[src/rtl/uart_rxfifo.sv]
// Receive-side byte FIFO between the UART receiver and the CPU port.
// Every offered byte is drained at once; bytes that find the queue full are dropped and flagged.
module uart_rxfifo #(
   parameter int DEPTH_LOG2 = 4
) (
   input  logic                clk,
   input  logic                resetq,
   input  logic                uart_valid,
   input  logic [7:0]          uart_data,
   output logic                uart_rd,
   input  logic                rd,
   input  logic                clr_overrun,
   output logic                valid,
   output logic [7:0]          data,
   output logic [DEPTH_LOG2:0] count,
   output logic                full,
   output logic                overrun
);

   localparam int                  DEPTH    = 1 << DEPTH_LOG2;
   localparam logic [DEPTH_LOG2:0] CNT_FULL = (DEPTH_LOG2 + 1)'(DEPTH);

   logic [7:0]            mem [DEPTH];
   logic [DEPTH_LOG2-1:0] wp;
   logic [DEPTH_LOG2-1:0] rp;
   logic [DEPTH_LOG2:0]   cnt;
   logic                  ovr;
   logic                  pop;
   logic                  accept;
   logic                  reject;

   // The receiver is always released, so a byte is never left waiting upstream.
   assign uart_rd = uart_valid;

   assign valid   = (cnt != '0);
   assign full    = (cnt == CNT_FULL);
   assign pop     = rd & valid;
   assign accept  = uart_valid & (~full | pop);
   assign reject  = uart_valid & full & ~pop;
   assign data    = valid ? mem[rp] : 8'h00;
   assign count   = cnt;
   assign overrun = ovr;

   always_ff @(posedge clk or negedge resetq) begin
      if (!resetq) begin
         wp  <= '0;
         rp  <= '0;
         cnt <= '0;
         ovr <= 1'b0;
      end else begin
         if (accept)
            wp <= wp + 1'b1;
         if (pop)
            rp <= rp + 1'b1;
         if (accept & ~pop)
            cnt <= cnt + 1'b1;
         else if (pop & ~accept)
            cnt <= cnt - 1'b1;
         // A dropped byte outranks a simultaneous clear so the loss is never hidden.
         if (reject)
            ovr <= 1'b1;
         else if (clr_overrun)
            ovr <= 1'b0;
      end
   end

   always_ff @(posedge clk) begin
      if (accept)
         mem[wp] <= uart_data;
   end

endmodule
[config.mk]
export PLATFORM = sky130hd
export DESIGN_NAME = uart_rxfifo
export DESIGN_NICKNAME = d
export VERILOG_FILES = /design/src/rtl/uart_rxfifo.sv
export SDC_FILE = /design/constraint.sdc
export NUM_CORES = 1
export LEC_CHECK = 0
export CELL_PAD_IN_SITES_DETAIL_PLACEMENT = 0
export CELL_PAD_IN_SITES_GLOBAL_PLACEMENT = 1
export CORE_ASPECT_RATIO = 1.75
export CORE_UTILIZATION = 37
export CTS_BUF_LIST = sky130_fd_sc_hd__clkbuf_8
export DETAILED_ROUTE_END_ITERATION = 10
export GPL_TIMING_DRIVEN = 0
export PLACE_DENSITY_LB_ADDON = 0.1
export REMOVE_ABC_BUFFERS = 1
export SYNTH_ARGS = -nofsm -noshare
export SYNTH_HDL_FRONTEND = slang
export SYNTH_SLANG_ARGS = --single-unit
[constraint.sdc]
create_clock -name clk -period 2.86 [get_ports clk]
set_input_delay 0.286 -clock clk [delete_from_list [all_inputs] [get_ports clk]]
set_output_delay 0.286 -clock clk [all_outputs]
set_load 0.005 [all_outputs]
After elaboration in Yosys (flattened, before gate mapping) --
Memories as Yosys holds them, arrays and structs flattened. Index checks and enable logic that the tools add are counted.
Cells by class: add/sub/neg operators 4, equality and inequality tests 1, multiplexer cells 7, bitwise operators 10, reductions and logical operators 3
Operator list (count):
- two-way mux 5 bit | 2
- adder 4 x 1 -> 4 bit, second input constant | 2
- two-way mux 8 bit | 1
- AND 1 bit | 6
- adder 5 x 1 -> 5 bit, second input constant | 1
- equality test 5 bit, second input constant | 1
- nonzero test 5 bit | 1
- subtractor 5 x 1 -> 5 bit, second input constant | 1
- two-way mux 1 bit | 4
- nonzero test 2 bit | 2
- inverter 1 bit | 3
- OR 1 bit | 1
Storage, ports and cells: bits in registers 14, bits in writable memories 128, output and inout bits 17, memories kept 1
Memories:
- mem | words 16, bits a word 8, rd ports 1, clocked after memory_dff 0, wr ports 1, RTL line 23 | logic [7:0] mem [DEPTH];

Logic depth before layout (Yosys ltp) --
depth after elaboration 8, depth in mapped cells 10, gate-level depth less buffers 10

Least setup slack after synthesis --
No wires, ideal clock.
path type register to register, start point reg cnt[1], in the netlist count[1], end point reg cnt[4], in the netlist count[4], setup time 0.147 ns, arrival 2.661 ns, required time 2.713 ns, setup slack 0.052 ns, stages on the path, launching flop included 11, path buffers 0, cell sequence dfrtp_1 > or4_4 > o31ai_4 > inv_4 > ha_1 > inv_1 > ha_1 > nor2b_1 > o21a_1 > o2111ai_1 > o311ai_0
Between the ends: word-level cells in the longest chain between the ends 7, elaborated cells between the ends (all ways) 15
Ends and longest elaborated chain:
- start, declared | RTL line 26 | logic [DEPTH_LOG2:0] cnt;
- start signal, assigned | RTL line 56 | cnt <= cnt + 1'b1;
- start signal, assigned | RTL line 58 | cnt <= cnt - 1'b1;
- nonzero test 5 bit or equality test 5 bit (tied branches) | RTL line 35, 36
- AND 1 bit or inverter 1 bit (tied branches) | RTL line 37, 38
- OR 1 bit * | RTL line 38 | assign accept = uart_valid & (~full | pop);
- AND 1 bit * | RTL line 38
- net accept | RTL line 29 | logic accept;
- inverter 1 bit | RTL line 57 | else if (pop & ~accept)
- AND 1 bit | RTL line 57
- nonzero test 2 bit (no line)
Mark *: on every way through the listed nets, which the timed path passes. The rest lies on a longest branch. The select of a mux whose other input is x is not followed. A chain may end at the register's enable or synchronous reset.

Final worst setup path --
start point reg cnt[0], in the netlist count[0], end point reg cnt[4], in the netlist count[4]
The elaborated chain is that of the path after synthesis.

==> impl_metrics.yaml <==
power:
  clkPwrFrac_pct: 23.1
  powerDensity_mw_per_mm2: 960
  vdd_ir_drop_max_v: 0.000461
  p_int_w: 0.00442
  seqPwrFrac_pct: 44.6
  switching_share_pct: 32.1
  p_leak_nw: 2.26
  pwr-share-comb_pct: 32.3
  power_switching_w: 0.00209
floorplanning:
  rows: 60
  core-area_mm2: 0.0154
  initial_core_util_pct: 38.0
  die_width_um: 97.1
  ios: 30
  dieArea_mm2: 0.0163
  die_h_um: 168
logic_synthesis:
  yosysWarnings: 0
  synth_area_per_cell_um2: 19.1
  ys_seq_area_share_pct: 71.7
  synthArstFlopShare_pct: 9.86
  synth_xor_area_share_pct: 1.35
  synth_top_family_by_area: "multiplexers"
  syn_area_mm2: 0.00585
  synth-edff-count: 128
  ys_seq_elements: 142
  synth-compound-area-share_pct: 3.29
  synth_ff_type: "edfxtp_1"
  synthAdderAreaFrac_pct: 2.27
  yosys.area_share.simple_pct: 3.76
  synth_cells: 306
  synth_cell_type_count: 38
  synthMuxAreaShare_pct: 15.4
sta:
  setup_viol: 0
  period_share_pct: 95.1
  fin_ws_ns: 0.141
  hold_violations: 0
  holdWs_ns: 0.275
  finalSetupTns_ns: 0
  worst_pin_slew_ns: 0.963
  slew_headroom_pct: 35.5
  rsz0062_at_grt: "no"
  clock.fmax_mhz: 368
  skew_ns: 0.0152
  drv_slew: 0
  fin_crit_ns: 2.72
setup_path:
  r2r_start: "count[0]$_DFFE_PN0P_"
  crit_cells: 10
  worst_setup_path_end_kind: "flip-flop"
  worstSetupPathType: "reg -> reg"
  path_cells: "or4_4, o31ai_4, inv_4, ha_4, inv_2, ha_1, nor2b_1, o21a_1, o2111ai_1, o311ai_0"
  worstPathBufferInverterCount: 2
  path_delay_family: "compound AO/OA/AOI/OAI gates"
  critPathLaunchType: "flip-flop"
  arrival_ns: 3.02
  cpPeakStageDelay_ns: 0.55
  critPathLaunch: "count[0]$_DFFE_PN0P_"
  crit_required_ns: 3.16
  ff2ff_path_depth: 10
  crit_path_top_delay_cell: "or4_4"
  path_max_fanout: 6
global_routing:
  grt_pass1_wl_um: 18500
  grt_pass1_vias: 3149
  antenna_found_initial: 0
  grtUsageTotal_pct: 15.8
  grt_max_degree: 26
  gr-total-overflow: 0
cells_and_area:
  n_antenna_cell: 0
  regArea_mm2: 0.00421
  area.growth.synth_to_final_pct: 15.8
  final_common_cell: "edfxtp_1"
  multiInputGateArea_mm2: 0.00154
  fillers: 1350
  fin_nets: 368
  drive_above_1_share_pct: 26.0
  mostFrequentLayoutCells: "128 x edfxtp_1, 32 x mux4_2, 21 x clkdlybuf4s50_1"
drt:
  dr.pass1.iters: 4
  drt.antenna.violating_nets: 0
  drt_wl_total_um: 12000
  vias: 2859
  vias_per_cell: 5.26
  remaining_drc_errors: 0
  wl_per_cell_um: 22.0
  drt_iter0_markers: 104
cts:
  cts_inserted_buffers: 17
  cts_sinks: 142
  htree_levels: 4
  path_clk_slew_ns: 0.09
  cts_tree: "yes"
  cts.path.max_buffers: 2
  holdBufCountCts: 0
  clk_latency_ns: 0.43
  root_buffer: "clkbuf_8"
place:
  dp_hpwl_um: 7930
  portBuffers: 29
  pre_cts_ws_ns: -0.295
  place.gp.congestion: 0.687
flow_run:
  cap_violations: 0
status:
  status: "finished, final reports clean"
hold_path:
  min_path_type: "in -> async"
## path summary, 6_finish.rpt
path / to / slack [ns]
max: count[4]$_DFFE_PN0P_ / 0.14
min: count[4]$_DFFE_PN0P_ / 0.28
max reg2reg: count[4]$_DFFE_PN0P_ / 0.14
min reg2reg: overrun$_DFFE_PN0P_ / 0.50
max in group asynchronous: rp[3]$_DFFE_PN0N_ / 2.05
min in group clk: overrun$_DFFE_PN0P_ / 0.44
## logic make-up (layout without fill, tap and decap cells)
family / count (synthesis) / after routing
buffers and inverters: 27 / 79
adder cells (fa/ha/maj): 10 / 10
XOR/XNOR: 9 / 9
AO/OA/AOI/OAI: 30 / 30
flip-flops: 142 / 142
AND/OR/NAND/NOR: 39 / 39
multiplexers: 49 / 49
## routing by layer
layer	global-route usage (%)	share of wire, %
met5	0	0
met4	6.04	1.1
met3	2.95	1.9
met2	29.5	57
met1	17.4	40
## power by group through the flow
| stage | Combinational, W | Sequential (W) | Clock, W |
|---|---|---|---|
| 2_1_floorplan | 0.00123 | 0.00293 | 0 |
| 3_3_place_gp | 0.00192 | 0.00312 | 0 |
| 3_5_place_dp | 0.00211 | 0.00301 | 0 |
| 4_1_cts | 0.00216 | 0.00291 | 0.00155 |
| 5_1_grt | 0.00231 | 0.00295 | 0.00162 |
| 6_report | 0.00210 | 0.00290 | 0.00150 |
## registers in the layout, summed over array words and instances, names as in the netlist
register,cells
wp,4
count,5
overrun,1
mem,128
rp,4
## worst reg2reg max path, delay by kind of cell, from the launching register on
kind	cells	cell delay, ns
AO/OA/AOI/OAI	4	0.78
buffers and inverters	2	0.18
adder cells (fa/ha/maj)	2	0.46
AND/OR/NAND/NOR	2	0.71
flip-flops	1	0.45
## per-stage QoR
step                      area (um^2)  total power, W  util (%)  instances
after floorplan                  5760         0.00415         -        290
after global placement           6290         0.00504      40.9        505
after detailed placement         6340         0.00512      41.2        507
after CTS                        6760         0.00663      44.0        544
after global routing             6770         0.00688      44.0        544
final                            6770         0.00651      44.0        544
## cell usage after synthesis, types with 3 or more instances
library cell  number  share of area, %
a21oi_1           10              0.86
and2_1             8              0.86
and3_2             4              0.51
buf_2              6              0.51
buf_4              3              0.38
clkbuf_1           5              0.32
dfrtp_1           14               6.0
edfxtp_1         128                66
ha_1               9               1.9
inv_1             10              0.64
mux2_2             9               1.7
mux2i_1            8               1.4
mux4_2            32                12
nand2_1            7              0.45
nand3_1            6              0.51
nor2_1             6              0.38
o2111ai_1          3              0.45
o21ai_0            9              0.77
o21ai_1            3              0.26
xnor2_1            6              0.90
xor2_1             3              0.45
## layout make-up
type                    count  share of cell area, %
repair buffers             36                   5.58
flip-flops and latches    142                   62.1
clock inverters            15                   2.07
well taps                 186                   3.44
inverters                  11                  0.646
multi-input cells         137                   22.7
clock buffers              17                   3.45
## repair_timing
action,4_1_cts,5_1_grt
setup endpoints to repair,10,1
setup buffers,5,0
gates resized for setup,16,1
pin swaps,1,1
No activity file was read; power rests on OpenSTA's default activity.
==> RTL change: new RTL, config.mk and constraints unchanged <==
Make the reset (`resetq`) synchronous in one clocked block.
--- a/src/rtl/uart_rxfifo.sv
+++ b/src/rtl/uart_rxfifo.sv
@@ -41,7 +41,7 @@
    assign count   = cnt;
    assign overrun = ovr;
 
-   always_ff @(posedge clk or negedge resetq) begin
+   always_ff @(posedge clk) begin
       if (!resetq) begin
          wp  <= '0;
          rp  <= '0;
Formal check against the unedited RTL: differs if resetq is asserted again (counterexample within 4 cycles, from zero or initial values and one cycle with resetq low); with resetq held inactive, the same outputs for 10 cycles.
==> RTL change against the original RTL <==
  * The flow now finishes with violations (DRC)
  * Total power decreased by 11%
  * First-iteration DRC count increased by 15%
  * Global-route usage about the same
  * Die area increased by 1.2%
  * Setup slack got worse by 0.024 ns
  * Clock skew decreased by 0.0023 ns
  * Sequential power decreased by 14%
  * Routed wire length increased by 2.3%
  * Critical path depth decreased by 2
  * Synthesized cell count increased by 6.9%
  * Sequential cell count increased by 4
  * Synthesized area increased by 1.2%
  * Design area increased by 3.9%
  * Critical path type unchanged
  * Largest power group unchanged
  * Highest routed layer unchanged
==> RTL change: results (changes against the original RTL) <==
drt_iter0_markers: 120  # +15%
reg2regPathDepth: 8  # -2
synth_cell_types: 37  # -2.6%
slowest_delay_ns: 0.60  # +0.05 ns
placed_cells_incl_taps: 525  # +3.6%
min_path_type: "reg2reg"
p_leak_nw: 2.27  # +0.52%
grt_pass1_wl_mm: 18.3  # -1.1%
cts_repair_resize_count: 10  # -6
vias: 2956  # +3.4%
drive_gt1_frac: 0.255  # -0.00451
synth.top_cells.by_count: "128 x edfxtp_1, 32 x mux4_2, 18 x dfxtp_1, 18 x nor2_1, 16 x a211oi_1"
wirelength_mm: 12.3  # +2.3%
status: "finished, violations left"
n_all_inverters: 7  # -4
drc: 4  # +4
worst_ep_arrival_time_ns: 3.11  # +0.09 ns
worst_slew_pin_slew_ns: 1.04  # +0.0785 ns
multiInputGateArea_um2: 1650  # +7.2%
wl_met2_mm: 6.85  # -0.57%
violations: "DRC"
track_usage: 0.158  # about the same
gp_congestion: 0.693  # +0.79%
n_clock_buffer: 19  # +2
fillers: 1358  # +0.59%
final.setup_skew_ns: 0.0129  # -0.00229 ns
dpl_cell_area_um2: 6430  # +1.4%
async_flop_share: 0  # -0.0986
==> RTL change: cells by family (layout without fill, tap and decap cells) <==
group / after synthesis / in the layout
flip-flops: 146 / 146
AND/OR/NAND/NOR: 64 / 64
multiplexers: 44 / 44
AO/OA/AOI/OAI: 29 / 29
buffers and inverters: 28 / 81
adder cells (fa/ha/maj): 10 / 10
XOR/XNOR: 6 / 6
==> RTL change: final timing paths <==
path                            slack, ns       end      from
worst min register to register       0.50   overrun   overrun
worst min-delay path                 0.50   overrun   overrun
worst max register to register       0.12  count[4]  count[2]
worst max-delay path                 0.12  count[4]  count[2]
==> RTL change: power breakdown <==
group | internal [W] | switching (W)
clock | 0.000926 | 0.000808
sequential | 0.00241 | 0.0000862
combinational | 0.000873 | 0.000706
total | 0.00421 | 0.00160
==> RTL change: tightest hold or removal path, delay by kind of cell (launching register included) <==
| kind | cells | cell delay, ns |
|---|---|---|
| AND/OR/NAND/NOR | 1 | 0.07 |
| AO/OA/AOI/OAI | 1 | 0.07 |
| flip-flops | 1 | 0.32 |
